`config.mk`:
```
export PLATFORM = sky130hd
export DESIGN_NAME = wrapper_packet_fifo
export DESIGN_NICKNAME = d
export VERILOG_FILES = /design/src/rtl/wrapper_packet_fifo.sv
export SDC_FILE = /design/constraint.sdc
export NUM_CORES = 2
export LEC_CHECK = 0
export ABC_AREA = 1
export BUFFER_PORTS_ARGS = -buffer_cell sky130_fd_sc_hd__clkbuf_2
export CORE_MARGIN = 2
export CORE_UTILIZATION = 30
export DETAILED_ROUTE_END_ITERATION = 6
export GPL_TIMING_DRIVEN = 0
export HOLD_SLACK_MARGIN = 0.1
export REMOVE_ABC_BUFFERS = 1
export SYNTH_ARGS = -nofsm -noshare
export SYNTH_HDL_FRONTEND = slang
export SYNTH_SLANG_ARGS = --single-unit
```
`constraint.sdc`:
```
create_clock -name hclk -period 36.9 [get_ports hclk]
set_input_delay 0 -clock hclk [delete_from_list [all_inputs] [get_ports hclk]]
set_output_delay 0 -clock hclk [all_outputs]
set_load 0.01 [all_outputs]
```
`src/rtl/wrapper_packet_fifo.sv`:
```
// Valid/ready packet beat FIFO between packet construct and the engine/deconstruct stage.
// Define WRAPPER_PACKET_FIFO_STORE_FWD_EN to hold beats back until a whole packet is stored.
module wrapper_packet_fifo #(
    parameter int PACKETWIDTH = 512,
    parameter int DEPTH       = 4
) (
    input  logic                       hclk,
    input  logic                       hresetn,
    input  logic [PACKETWIDTH-1:0]     in_packet_data,
    input  logic                       in_packet_data_last,
    input  logic                       in_packet_data_valid,
    output logic                       in_packet_data_ready,
    output logic [PACKETWIDTH-1:0]     out_packet_data,
    output logic                       out_packet_data_last,
    output logic                       out_packet_data_valid,
    input  logic                       out_packet_data_ready,
    output logic [$clog2(DEPTH):0]     fill_level
);

    localparam int AW = $clog2(DEPTH);
    localparam int CW = AW + 1;
    localparam logic [CW-1:0] FULL_CNT = CW'(DEPTH);

    logic [PACKETWIDTH:0] mem_q [DEPTH];
    logic [AW-1:0]        wr_ptr_q, wr_ptr_d;
    logic [AW-1:0]        rd_ptr_q, rd_ptr_d;
    logic [CW-1:0]        count_q, count_d;
    logic [PACKETWIDTH:0] head_s;
    logic                 push_s;
    logic                 pop_s;

    assign head_s               = mem_q[rd_ptr_q];
    assign out_packet_data      = head_s[PACKETWIDTH-1:0];
    assign out_packet_data_last = head_s[PACKETWIDTH];
    assign fill_level           = count_q;
    // Ready looks only at the stored count, so a pop never frees a slot in the same cycle.
    assign in_packet_data_ready = (count_q != FULL_CNT);
    assign push_s               = in_packet_data_valid & in_packet_data_ready;
    assign pop_s                = out_packet_data_valid & out_packet_data_ready;

`ifdef WRAPPER_PACKET_FIFO_STORE_FWD_EN
    logic [CW-1:0] pkt_count_q, pkt_count_d;

    // Release the head only once a full packet is held, or when full so long packets cut through.
    assign out_packet_data_valid = (count_q != CW'(0)) &
                                   ((pkt_count_q != CW'(0)) | (count_q == FULL_CNT));

    // Complete-packet counter next state.
    always_comb begin
        pkt_count_d = pkt_count_q;
        case ({push_s & in_packet_data_last, pop_s & head_s[PACKETWIDTH]})
            2'b10:   pkt_count_d = pkt_count_q + CW'(1);
            2'b01:   pkt_count_d = pkt_count_q - CW'(1);
            default: pkt_count_d = pkt_count_q;
        endcase
    end

    // Complete-packet counter register.
    always_ff @(posedge hclk) begin
        if (!hresetn) begin
            pkt_count_q <= CW'(0);
        end else begin
            pkt_count_q <= pkt_count_d;
        end
    end
`else
    assign out_packet_data_valid = (count_q != CW'(0));
`endif

    // Pointer and occupancy next state.
    always_comb begin
        wr_ptr_d = wr_ptr_q;
        rd_ptr_d = rd_ptr_q;
        count_d  = count_q;
        if (push_s) begin
            wr_ptr_d = wr_ptr_q + AW'(1);
        end else begin
            wr_ptr_d = wr_ptr_q;
        end
        if (pop_s) begin
            rd_ptr_d = rd_ptr_q + AW'(1);
        end else begin
            rd_ptr_d = rd_ptr_q;
        end
        case ({push_s, pop_s})
            2'b10:   count_d = count_q + CW'(1);
            2'b01:   count_d = count_q - CW'(1);
            default: count_d = count_q;
        endcase
    end

    // Pointer and occupancy registers.
    always_ff @(posedge hclk) begin
        if (!hresetn) begin
            wr_ptr_q <= AW'(0);
            rd_ptr_q <= AW'(0);
            count_q  <= CW'(0);
        end else begin
            wr_ptr_q <= wr_ptr_d;
            rd_ptr_q <= rd_ptr_d;
            count_q  <= count_d;
        end
    end

    // Beat storage; cleared on reset so the head output is never X.
    always_ff @(posedge hclk) begin
        if (!hresetn) begin
            for (int i = 0; i < DEPTH; i++) begin
                mem_q[i] <= '0;
            end
        end else if (push_s) begin
            mem_q[wr_ptr_q] <= {in_packet_data_last, in_packet_data};
        end else begin
            mem_q[wr_ptr_q] <= mem_q[wr_ptr_q];
        end
    end

endmodule

```
==> summary.md <==
| Metric | Value |
|---|---|
| Critical path buffers and inverters | 7 |
| Fin Clk Skew | 0.0578 ns |
| Xor/xnor cell area share of the yosys netlist | 0% |
| Via/cell ratio | 4.82 |
| Setup TNS | 0 ns |
| Initial core utilization | 30.2% |
| Area contributors post-synth | edfxtp_1, nor2_1, o21ai_0 |
| Status | finished clean |
| I/O Pins | 1035 |
| Number of global-route vias before repair | 70900 |
| Via count | 70600 |
| Hold WC Path Type | in -> reg |
| Die ar. | 315000 um2 |
| Leakage Power | 46.8 nW |
| CTS tree | yes |
| Final period util | 14.1% |
| Remaining routing DRC violations | 0 |
| Fillers | 29200 |
| Port buffer count | 1034 |
| Cell variety after synth | 27 |
| First-pass GRT wire length | 433000 um |
| Number of synthesis warnings | 0 |
| Slew Limit Fails | 0 |
| GRT Total Usage | 17.7% |
| Post-cts gate resize count | 0 |
| Setup crit end kind | output port |
| Worst path arrival time | 5.20 ns |
| Cell chain of the critical path | buf_16 -> buf_16 -> buf_16 -> clkinv_8 -> buf_16 -> buf_16 -> o21ai_0 -> o22ai_1 -> clkbuf_2 |
| Kind of critical path | reg -> out |
| Setup WS pre-CTS | 31.90 ns |
| Syn Inst Count | 8386 |
| Setup crit start kind | flop |
| CP top delay family | buffers and inverters |
| Layout area overhead | 31.9% |
| Core area | 309000 um2 |
| DP HPWL | 173000 um |
| Worst-margin pin slew | 1.19 ns |
| Max Clk Rate | 192 MHz |
| Setup ws final | 31.70 ns |
| Reg-to-reg slack, setup | 31.91 ns |
| Power Dens Cells | 58.3 nW/um2 |
| Max clock buf depth | 4 |
| WHS | 0.152 ns |
| CP max stage delay | 0.68 ns |
| Sinks on the clock net | 2061 |
| # Max-Cap Violations | 0 |
| Synth Area in Compound Gates | 9.01% |
| Layout cells sized above 1 | 19.7% |
| Routed len/inst | 19.8 um |
| Count of final setup violators | 0 |
| Commonest non-fill, non-tap cell in the layout | nor2_1 |
| Post-Route WL | 289000 um |
| Most common cell on crit path | buf_16 |
| Grt ovf | 0 |
| Mux contribution to synthesized area | 0% |
| Simple-gate share of the synthesized area | 16.9% |
| Synth area leader | edfxtp_1 |
| Initial DRC count | 5333 |
| Final min period | 5.20 ns |
| GPL Wtd Cong | 0.762 |
| Worst-path maximum fanout | 186 |
| Seq cells post-synth | 2061 |
| Normalized max-slew margin | 20.9% |
| ANT nets after route | 0 |
| Cts bufs inserted | 228 |
| Worst-path clk slew | 0.07 ns |
| CTS H-tree depth | 4 |
| VDD IR max | 0.0822 mV |
| Pin count of the biggest net entering global routing | 199 |
| Die height | 562 um |
| Average size of a mapped cell | 11.1 um2 |
| Adder and majority cell fraction of the synthesized area | 0.0349% |
| Top cell type's share of synthesized area | 66.1% |
| Commonest non-fill, non-tap cells in the layout | nor2_1, edfxtp_1, dlygate4sd3_1, clkbuf_2, o21ai_0 |
| Worst-Skew Late Latency | 0.88 ns |
| Slowest CP cell | dfxtp_4 |
| Initial antenna violation count | 50 |
| Required time worst endpoint | 36.90 ns |
| First drt pass iteration count | 5 |
| Largest family of logic cells by synthesized area | simple AND/OR/NAND/NOR gates |
| Fin nets | 10800 |
| CTS root buf | clkbuf_16 |
| Final Hold Vio Count | 0 |
| Site Rows | 204 |
| Die X | 562 um |
| Post-synthesis cell area | 93300 um2 |
| Seq/Total Area, Yosys | 66.3% |
| RSZ-0062 raised after global routing | no |
## kinds of logic (layout without fill, tap and decap cells)
logic type	after synthesis	count (layout)
other cells	0	32
buf+inv	1666	3751
flops	2061	2061
compound gates	1551	1551
simple gates	3106	3106
fa+ha+maj	2	2
## worst min-delay path, stage by stage
cell and delay [ns]:
dlygate4sd3_1 0.59, clkbuf_2 0.12, inv_1 0.06, nor2_4 0.10
## final timing paths
check / end / cells past startpoint / from
max: out_packet_data[10] / 9 / flop
max reg2reg: mem_q[2][504] / 15 / wr_ptr_q[1]
min reg2reg: rd_ptr_q[0] / 2 / rd_ptr_q[0]
min: mem_q[3][72] / 4 / in_packet_data[72]
## repair_timing
| item | in CTS | in global routing |
|---|---|---|
| hold endpoints to repair | 2213 | 0 |
| endpoints found under the setup margin | 0 | 0 |
| setup buffers | 0 | 0 |
| hold buffers | 1043 | 0 |
## routing by layer
layer	vias to the layer above	global-route usage, %	share of wire, %
li1	32400	-	-
met1	35000	22.1	40
met2	2493	29.3	47
met3	579	4.18	8.3
met4	46	7.12	4.1
met5	-	0	0.10
## state kept, by name, indices dropped and copies added, names as in the netlist, named ones only
register,cells
mem_q,2052
fill_level,3
rd_ptr_q,2
wr_ptr_q,2
## per-stage QoR
step                      power, mW  util [%]  cell area (um2)  instances
after global placement         5.96      32.4           100000      12900
after floorplan                4.56         -            89900       7761
final                          7.17      39.8           123000      14600
after CTS                      7.20      39.8           123000      14600
after detailed placement       4.93      34.1           105000      13100
after global routing           7.46      39.8           123000      14600
## power by group
| group | leakage [nW] | internal, mW | switching [mW] | total, mW |
|---|---|---|---|---|
| sequential | 21.4 | 2.83 | 0.0584 | 2.89 |
| combinational | 22.0 | 0.681 | 1.42 | 2.10 |
| clock | 3.40 | 1.23 | 0.950 | 2.18 |
| total | 46.8 | 4.74 | 2.43 | 7.17 |
## final cells by class
type / instances / area (um2) / share of cell area [%]
diodes: 32 / 80.1 / 0.0651
clock buffers: 278 / 6000 / 4.88
well taps: 4120 / 5150 / 4.19
repair buffers: 2304 / 20700 / 16.9
multi-input cells: 4659 / 24300 / 19.7
clock inverters: 128 / 1010 / 0.820
flip-flops and latches: 2061 / 61800 / 50.3
inverters: 1041 / 3940 / 3.21
## synth_stat cells (all sizes together)
cell type	number
nor2	2571
edfxtp	2052
inv	1040
o21ai	1033
nor3	513
o22ai	513
clkbuf	401
buf	224
nand2	15
dfxtp	9
nand3	6
a21oi	4
a21boi	1
clkinv	1
fa	1
ha	1
nand4	1
No activity file was read; power rests on OpenSTA's default activity.
